## src/rtl/echo_tof_extract.sv

```systemverilog
// echo_tof_extract
// Scans a captured 400-sample echo window one bit per clock. It finds runs of
// set bits that are at least MIN_WIDTH long, ignoring the first BLANK_BITS
// samples. It reports the first qualified run, the number of qualified runs
// (saturating at 15) and the number of set bits after blanking.
// Timing: strobe accepted at edge E0, bit k-1 processed at edge E0+k, and the
// results are registered at edge E0+401 together with result_valid.

module echo_tof_extract #(
    parameter int MIN_WIDTH  = 3,
    parameter int BLANK_BITS = 16
) (
    input  logic         clk,
    input  logic         rst,
    input  logic [399:0] total_data,
    input  logic         tola_en,
    output logic         busy,
    output logic         result_valid,
    output logic [8:0]   tof_index,
    output logic [8:0]   pulse_width,
    output logic [3:0]   echo_count,
    output logic [8:0]   ones_total,
    output logic         no_echo,
    output logic         overrun
);

    localparam logic [1:0] S_IDLE   = 2'd0;
    localparam logic [1:0] S_SCAN   = 2'd1;
    localparam logic [1:0] S_FINISH = 2'd2;

    localparam logic [8:0] LAST_IDX = 9'd399;
    localparam logic [8:0] MIN_W    = 9'(MIN_WIDTH);
    localparam logic [8:0] BLANK    = 9'(BLANK_BITS);
    localparam logic [3:0] CNT_MAX  = 4'd15;

    logic [1:0]   r_state;
    logic [1:0]   w_state_nxt;

    logic [399:0] r_shadow;
    logic [8:0]   r_idx;
    logic [8:0]   r_run_len;
    logic [8:0]   r_run_start;
    logic         r_first_found;
    logic [8:0]   r_first_start;
    logic [8:0]   r_first_width;
    logic [3:0]   r_count;
    logic [8:0]   r_ones_acc;

    logic         r_result_valid;
    logic [8:0]   r_tof_index;
    logic [8:0]   r_pulse_width;
    logic [3:0]   r_echo_count;
    logic [8:0]   r_ones_total;
    logic         r_no_echo;
    logic         r_overrun;

    logic         w_busy;
    logic         w_bit;
    logic         w_close;
    logic         w_qual;
    logic         w_take_first;
    logic [3:0]   w_count_nxt;
    logic [8:0]   w_first_start_nxt;
    logic [8:0]   w_first_width_nxt;
    logic         w_first_found_nxt;

    // FSM state register.
    always_ff @(posedge clk or negedge rst) begin
        if (!rst) begin
            r_state <= S_IDLE;
        end else begin
            r_state <= w_state_nxt;
        end
    end

    // FSM next-state decode: a window takes 400 SCAN cycles plus one FINISH cycle.
    always_comb begin
        w_state_nxt = r_state;
        case (r_state)
            S_IDLE: begin
                if (tola_en) begin
                    w_state_nxt = S_SCAN;
                end else begin
                    w_state_nxt = S_IDLE;
                end
            end
            S_SCAN: begin
                if (r_idx == LAST_IDX) begin
                    w_state_nxt = S_FINISH;
                end else begin
                    w_state_nxt = S_SCAN;
                end
            end
            S_FINISH: w_state_nxt = S_IDLE;
            default:  w_state_nxt = S_IDLE;
        endcase
    end

    // FSM output decode: busy covers both SCAN and FINISH.
    always_comb begin
        w_busy = 1'b0;
        case (r_state)
            S_IDLE:   w_busy = 1'b0;
            S_SCAN:   w_busy = 1'b1;
            S_FINISH: w_busy = 1'b1;
            default:  w_busy = 1'b0;
        endcase
    end

    // Run-closing logic: a run closes on a 0 bit in SCAN or unconditionally in FINISH.
    always_comb begin
        w_bit             = r_shadow[0] & (r_idx >= BLANK);
        w_close           = 1'b0;
        w_qual            = 1'b0;
        w_take_first      = 1'b0;
        w_count_nxt       = r_count;
        w_first_start_nxt = r_first_start;
        w_first_width_nxt = r_first_width;
        w_first_found_nxt = r_first_found;
        if (r_state == S_SCAN) begin
            w_close = (r_run_len != 9'd0) & ~w_bit;
        end else if (r_state == S_FINISH) begin
            w_close = (r_run_len != 9'd0);
        end else begin
            w_close = 1'b0;
        end
        w_qual       = w_close & (r_run_len >= MIN_W);
        w_take_first = w_qual & ~r_first_found;
        if (w_qual && (r_count != CNT_MAX)) begin
            w_count_nxt = r_count + 4'd1;
        end else begin
            w_count_nxt = r_count;
        end
        if (w_take_first) begin
            w_first_start_nxt = r_run_start;
            w_first_width_nxt = r_run_len;
            w_first_found_nxt = 1'b1;
        end else begin
            w_first_start_nxt = r_first_start;
            w_first_width_nxt = r_first_width;
            w_first_found_nxt = r_first_found;
        end
    end

    // Scan datapath: window capture, bit-serial run tracking and accumulators.
    always_ff @(posedge clk or negedge rst) begin
        if (!rst) begin
            r_shadow      <= 400'd0;
            r_idx         <= 9'd0;
            r_run_len     <= 9'd0;
            r_run_start   <= 9'd0;
            r_first_found <= 1'b0;
            r_first_start <= 9'd0;
            r_first_width <= 9'd0;
            r_count       <= 4'd0;
            r_ones_acc    <= 9'd0;
        end else begin
            case (r_state)
                S_IDLE: begin
                    if (tola_en) begin
                        r_shadow      <= total_data;
                        r_idx         <= 9'd0;
                        r_run_len     <= 9'd0;
                        r_run_start   <= 9'd0;
                        r_first_found <= 1'b0;
                        r_first_start <= 9'd0;
                        r_first_width <= 9'd0;
                        r_count       <= 4'd0;
                        r_ones_acc    <= 9'd0;
                    end else begin
                        r_shadow <= r_shadow;
                    end
                end
                S_SCAN: begin
                    // Shift so that the current sample is always in bit 0.
                    r_shadow      <= r_shadow >> 1;
                    r_idx         <= r_idx + 9'd1;
                    r_count       <= w_count_nxt;
                    r_first_start <= w_first_start_nxt;
                    r_first_width <= w_first_width_nxt;
                    r_first_found <= w_first_found_nxt;
                    if (w_bit) begin
                        r_ones_acc <= r_ones_acc + 9'd1;
                        r_run_len  <= r_run_len + 9'd1;
                        if (r_run_len == 9'd0) begin
                            r_run_start <= r_idx;
                        end else begin
                            r_run_start <= r_run_start;
                        end
                    end else begin
                        r_run_len <= 9'd0;
                    end
                end
                S_FINISH: begin
                    r_count       <= w_count_nxt;
                    r_first_start <= w_first_start_nxt;
                    r_first_width <= w_first_width_nxt;
                    r_first_found <= w_first_found_nxt;
                    r_run_len     <= 9'd0;
                end
                default: begin
                    r_run_len <= 9'd0;
                end
            endcase
        end
    end

    // Result and status outputs: results are loaded in FINISH, pulses are one cycle wide.
    always_ff @(posedge clk or negedge rst) begin
        if (!rst) begin
            r_result_valid <= 1'b0;
            r_tof_index    <= 9'd0;
            r_pulse_width  <= 9'd0;
            r_echo_count   <= 4'd0;
            r_ones_total   <= 9'd0;
            r_no_echo      <= 1'b0;
            r_overrun      <= 1'b0;
        end else begin
            r_overrun <= tola_en & w_busy;
            if (r_state == S_FINISH) begin
                r_result_valid <= 1'b1;
                r_tof_index    <= w_first_start_nxt;
                r_pulse_width  <= w_first_width_nxt;
                r_echo_count   <= w_count_nxt;
                r_ones_total   <= r_ones_acc;
                r_no_echo      <= (w_count_nxt == 4'd0);
            end else begin
                r_result_valid <= 1'b0;
            end
        end
    end

    assign busy         = w_busy;
    assign result_valid = r_result_valid;
    assign tof_index    = r_tof_index;
    assign pulse_width  = r_pulse_width;
    assign echo_count   = r_echo_count;
    assign ones_total   = r_ones_total;
    assign no_echo      = r_no_echo;
    assign overrun      = r_overrun;

endmodule

```

## config.mk

```make
export PLATFORM = sky130hd
export DESIGN_NAME = echo_tof_extract
export DESIGN_NICKNAME = d
export VERILOG_FILES = /design/src/rtl/echo_tof_extract.sv
export SDC_FILE = /design/constraint.sdc
export NUM_CORES = 1
export LEC_CHECK = 0
export BUFFER_PORTS_ARGS = -buffer_cell sky130_fd_sc_hd__clkbuf_2
export CAP_MARGIN = 40
export CORE_ASPECT_RATIO = 1.4
export CORE_MARGIN = 1.5
export CORE_UTILIZATION = 35
export CTS_BUF_LIST = sky130_fd_sc_hd__clkbuf_8
export DETAILED_ROUTE_END_ITERATION = 7
export PLACE_DENSITY = 0.54
export SKIP_CTS_REPAIR_TIMING = 1
export SYNTH_ARGS = -nofsm -noshare
export SYNTH_HDL_FRONTEND = slang
export SYNTH_SLANG_ARGS = --single-unit
```

## constraint.sdc

```tcl
create_clock -name clk -period 2.69 [get_ports clk]
set_clock_uncertainty 0.15 [all_clocks]
set_input_delay 0.269 -clock clk [delete_from_list [all_inputs] [get_ports clk]]
set_output_delay 0.269 -clock clk [all_outputs]
set_load 0.01 [all_outputs]
```

# [Word level (Yosys, flattened, before mapping)]
# Cells that the tools add are included.
[op_classes] n_div=0 bitwise_logic=7 addsub=4 reduce_logical=13 n_lt_le_gt_ge=2 shifts=0 eq_ne=8 n_mux=28 n_mul=0
[ops] operator="$pmux W400 S2" count=1
[ops] operator="$mux W400" count=1
[ops] operator="$pmux W9 S2" count=6
[ops] operator="$mux W9" count=7
[ops] operator="$add A9 B1 Y9 const B" count=3
[ops] operator="$eq A9 B9 Y1 const B" count=1
[ops] operator="$ge A9 B2 Y1 const B" count=1
[ops] operator="$ge A9 B5 Y1 const B" count=1
[ops] operator="$logic_not A9 Y1" count=1
[ops] operator="$reduce_bool A9 Y1" count=1
[ops] operator="$mux W4" count=2
[ops] operator="$pmux W4 S2" count=1
[ops] operator="$mux W1" count=7
[ops] operator="$reduce_and A3 Y1" count=2
[ops] operator="$and A1 B1 Y1" count=5
[ops] operator="$add A4 B1 Y4 const B" count=1
[ops] operator="$logic_not A4 Y1" count=1
[ops] operator="$ne A2 B1 Y1 const B" count=2
[ops] operator="$ne A2 B2 Y1 const B" count=2
[ops] operator="$ne A4 B4 Y1 const B" count=1
[ops] operator="$pmux W2 S2" count=1
[ops] operator="$reduce_and A2 Y1" count=2
[ops] operator="$reduce_and A4 Y1" count=1
[ops] operator="$reduce_bool A2 Y1" count=2
[ops] operator="other kinds (8)" count=9
[word_totals] in_bits=403 memories=0 romBits=0 ram_bits=0 latch_bits=0 register_bits=495

# [Logic depth before layout (Yosys ltp)]
[logic_depth] word_depth=9 mapped_depth=10

# [Worst setup path after synthesis]
# OpenSTA, ideal clock, no wires.
[synth_timing] kind="register to register" startpoint="register r_idx[4]" endpoint="register r_pulse_width[7], in the netlist pulse_width[7]" setup_ps=137 period_less_slack_ps=2227 slack_ps=463 stages_incl_launch_ff=8 arrival_time_ps=1940 cell_sequence="dfrtp_1 -> or3_4 -> nor4b_4 -> o21ai_4 -> nor2_8 -> buf_12 -> mux2i_1 -> a21oi_1"
[synth_between] elab_chain_cells=8
[synth_rtl] element="start, declared" line="40" text="logic [8:0] r_idx;"
[synth_rtl] element="start signal, assigned" line="177" text="r_idx <= r_idx + 9'd1;"
[synth_rtl] element="$ge A9 B5 Y1" line="112" text="w_bit = r_shadow[0] & (r_idx >= BLANK);"
[synth_rtl] element="$and A1 B1 Y1" line="112"
[synth_rtl] element="$not A1 Y1" line="121" text="w_close = (r_run_len != 9'd0) & ~w_bit;"
[synth_rtl] element="$and A1 B1 Y1" line="121"
[synth_rtl] element="$mux W1" line="120" text="if (r_state == S_SCAN) begin"
[synth_rtl] element="$and A1 B1 Y1" line="127" text="w_qual = w_close & (r_run_len >= MIN_W);"
[synth_rtl] element="$and A1 B1 Y1" line="128" text="w_take_first = w_qual & ~r_first_found;"
[synth_rtl] element="$mux W9" line="134" text="if (w_take_first) begin"
[synth_rtl] element="end signal, assigned" line="223" text="r_pulse_width <= w_first_width_nxt;"
[synth_rtl] element="end, declared" line="51" text="logic [8:0] r_pulse_width;"
# No other way between the ends.
# A chain may end at the register's enable or synchronous reset.

# [Worst setup path after layout]
[layout_timing] startpoint="register r_state[0]" endpoint="register r_shadow[25]"
[layout_between] elab_chain_cells=3 elab_cells_between_ends=6 cone_classes="eq/ne (2); mux (1); reduce/logical (3)"
[layout_rtl] element="start, declared" line="36" text="logic [1:0] r_state;"
[layout_rtl] element="start signal, assigned" line="72" text="r_state <= w_state_nxt;"
[layout_rtl] element="$eq A2 B1 Y1 / $logic_not A2 Y1 (equally long branches)" line="158" text="case (r_state)"
[layout_rtl] element="$reduce_bool A2 Y1 (no source line) / $ne A2 B2 Y1 (equally long branches)"
[layout_rtl] element="$reduce_and A2 Y1 (no source line)"
[layout_rtl] element="end signal, assigned" line="161" text="r_shadow <= total_data;"
[layout_rtl] element="end signal, assigned" line="171" text="r_shadow <= r_shadow;"
[layout_rtl] element="end signal, assigned" line="176" text="r_shadow <= r_shadow >> 1;"
[layout_rtl] element="end, declared" line="39" text="logic [399:0] r_shadow;"
# Parallel ways exist; a longest one is shown, timed or not.

==> out/results.tsv <==
metric	value	unit
antenna_found_initial	6	
grt_pass1_vias	17000	
p_clk_share	27.3	%
final_nets	3362	
grt_pass1_wl	91000	µm
tightestPinTransition	0.656	ns
period_share	88.4	%
via_per_inst	4.74	
drv_slew	0	
cpMaxStageDelayCell	buf_12	
cts_tree	built	
path_cells	inv_1 > ha_1 > nand2b_1 > o21ai_4 > buf_12 > o21ai_0	
cp.required	3.01	ns
reg2reg_depth	6	
end_kind	flip-flop	
irDropWorstVdd	0.395	mV
p_leak	16.2	nW
vias	18200	
hold_viol_final	0	
status	complete, no violations	
cts_buffer_depth	3	
syn-cell-area	0.0224	mm²
drv_cap	0	
critPathMaxStageDelay	0.47	ns
final_common_cell	dfrtp_1	
row_count	109	
die_w	217	µm
relSlewSlack	56.2	%
cts_max_level	3	
synth_area_per_cell	10.5	µm²
wire_per_inst	16.0	µm
die_h	302	µm
grt_overflow	0	
grt_usage	17.4	%
synth_seq_cells	495	
cp-start-kind	flip-flop	
dieArea	0.0656	mm²
ys_async_sr_fraction	100	%
syn2layout_area_growth	39.6	%
crit_family	buffers and inverters	
yosysSeqAreaShare	55.3	%
ys_warn_count	0	
rsz0062_at_grt	no	
floorplan.core_area	0.0633	mm²
synth_edf_count	0	
fmax	0.421	GHz
finalSetupViolCount	0	
net-switching-power	7.71	mW
place_ws	0.334	ns
worstPathArrival	2.70	ns
start_util	35.4	%
clk_latency	0.64	ns
firstDrtPassIters	7	
placed_cells	3296	
ys_types	49	
hpwl	40600	µm
drc	0	
cts_made_buffers	82	
worst_slack	0.313	ns
wl	61600	µm
finalSetupTns	0	ns
combPwrFrac	23.2	%
place.port_buffers	437	
fin_util	49.4	%
cp.depth	6	
syn_inst	2127	
clk_pin_slew	0.06	ns
p_int	16.9	mW
clock-root-buffer	clkbuf_8	
final_cell_count_no_fill	3849	
crit_fanout	179	
io_pins	438	
synth_nets	2539	
drtAntennaViolNets	0	
p_per_area	787	mW/mm²
post-route-min-period	2.38	ns
final_cell_mix	dfrtp_1 (495), clkbuf_2 (436), nand2_1 (426)	
seq_power_share	49.5	%
path_buf_inv	2	
hold_class	in -> async	
first_iter_violations	1046	
swShare	31.3	%
clock-sinks	495	
worstSetupPathType	reg -> reg	
gp_congestion	0.789	
grt_start_max_net_pins	180	
synthFlopType	dfrtp_1	
total_power	24.6	mW
drive_gt1_share	20.8	%
cell families after synthesis:
group           share of synthesized area, %
simple gates                            9.27
flops                                   55.3
compound gates                          11.7
mux                                     19.3
buf+inv                                 3.33
xor+xnor                               0.586
fa+ha+maj                              0.503
through the flow:
step / cell area (µm²) / hold slack, ns
after floorplan: 22400 / -0.177
after global placement: 25600 / 0.121
after detailed placement: 25600 / 0.133
after CTS: 27200 / -0.609
after global routing: 31300 / 0.0299
final: 31300 / 0.0502
Yosys cell counts (2+ instances only):
library cell,number,area [µm²]
xor2_1,13,114
ha_1,9,113
and3_1,7,43.8
mux2i_1,420,4200
or3_1,2,12.5
nand2b_1,2,12.5
xnor2_1,2,17.5
a21oi_1,26,130
o21ai_0,417,2090
nor2b_1,2,12.5
nor2_1,42,158
clkbuf_1,91,342
nor3_1,4,20.0
nand2_1,426,1600
o211ai_1,3,22.5
o21ai_1,10,50.1
dfrtp_1,495,12400
buf_2,45,225
mux2_2,11,124
inv_1,19,71.3
nand4_1,6,37.5
nand3_1,18,90.1
dlygate4sd3_1,2,20.0
buf_1,6,22.5
a22o_1,23,201
buf_6,3,33.8
per-layer routing:
layer | track usage (%) | routed length (µm) | vias to the layer above
li1 | - | - | 9005
met1 | 20.7 | 25200 | 8612
met2 | 30.2 | 31800 | 479
met3 | 5.12 | 3000 | 133
met4 | 5.52 | 1650 | 0
met5 | 0 | 0 | -
worst register-to-register path: cells and delay by family (launching register included):
family	cells	cell delay, ns
AO/OA/AOI/OAI	2	0.61
adder cells (fa/ha/maj)	1	0.32
buffers and inverters	2	0.57
flip-flops	1	0.41
AND/OR/NAND/NOR	1	0.16
path summary, 6_finish.rpt:
check,startpoint,end,slack [ns]
min reg2reg,r_shadow[238],r_shadow[238],0.33
max reg2reg,r_state[0],r_shadow[25],0.31
min,rst,r_shadow[296],0.05
max in group asynchronous,rst,r_shadow[367],1.35
max,r_state[0],r_shadow[25],0.31
min in group clk,total_data[371],r_shadow[371],0.31
flip-flops by register name, summed over array words and instances (netlist names), 4 cells and up:
name           count
r_run_start        9
tof_index          9
r_ones_acc         9
echo_count         4
pulse_width        9
r_first_start      9
r_run_len          9
ones_total         9
r_first_width      9
r_count            4
r_shadow         400
r_idx              9
layout make-up:
type,instances,area [µm²]
diodes,9,22.5
well taps,832,1040
flip-flops and latches,495,12400
inverters,19,71.3
repair buffers,889,6780
clock inverters,35,193
multi-input cells,1463,9300
clock buffers,107,1470
fillers,5767,32000
power by group through the flow:
stage | combinational [mW] | sequential, mW | clock, mW
after floorplan | 3.93 | 11.7 | 0
after global placement | 5.05 | 12.2 | 0
after detailed placement | 5.29 | 12.3 | 0
after CTS | 5.28 | 12.2 | 6.98
after global routing | 6.57 | 12.6 | 7.32
final | 5.70 | 12.2 | 6.73
Power figures use the tool's default switching activity.
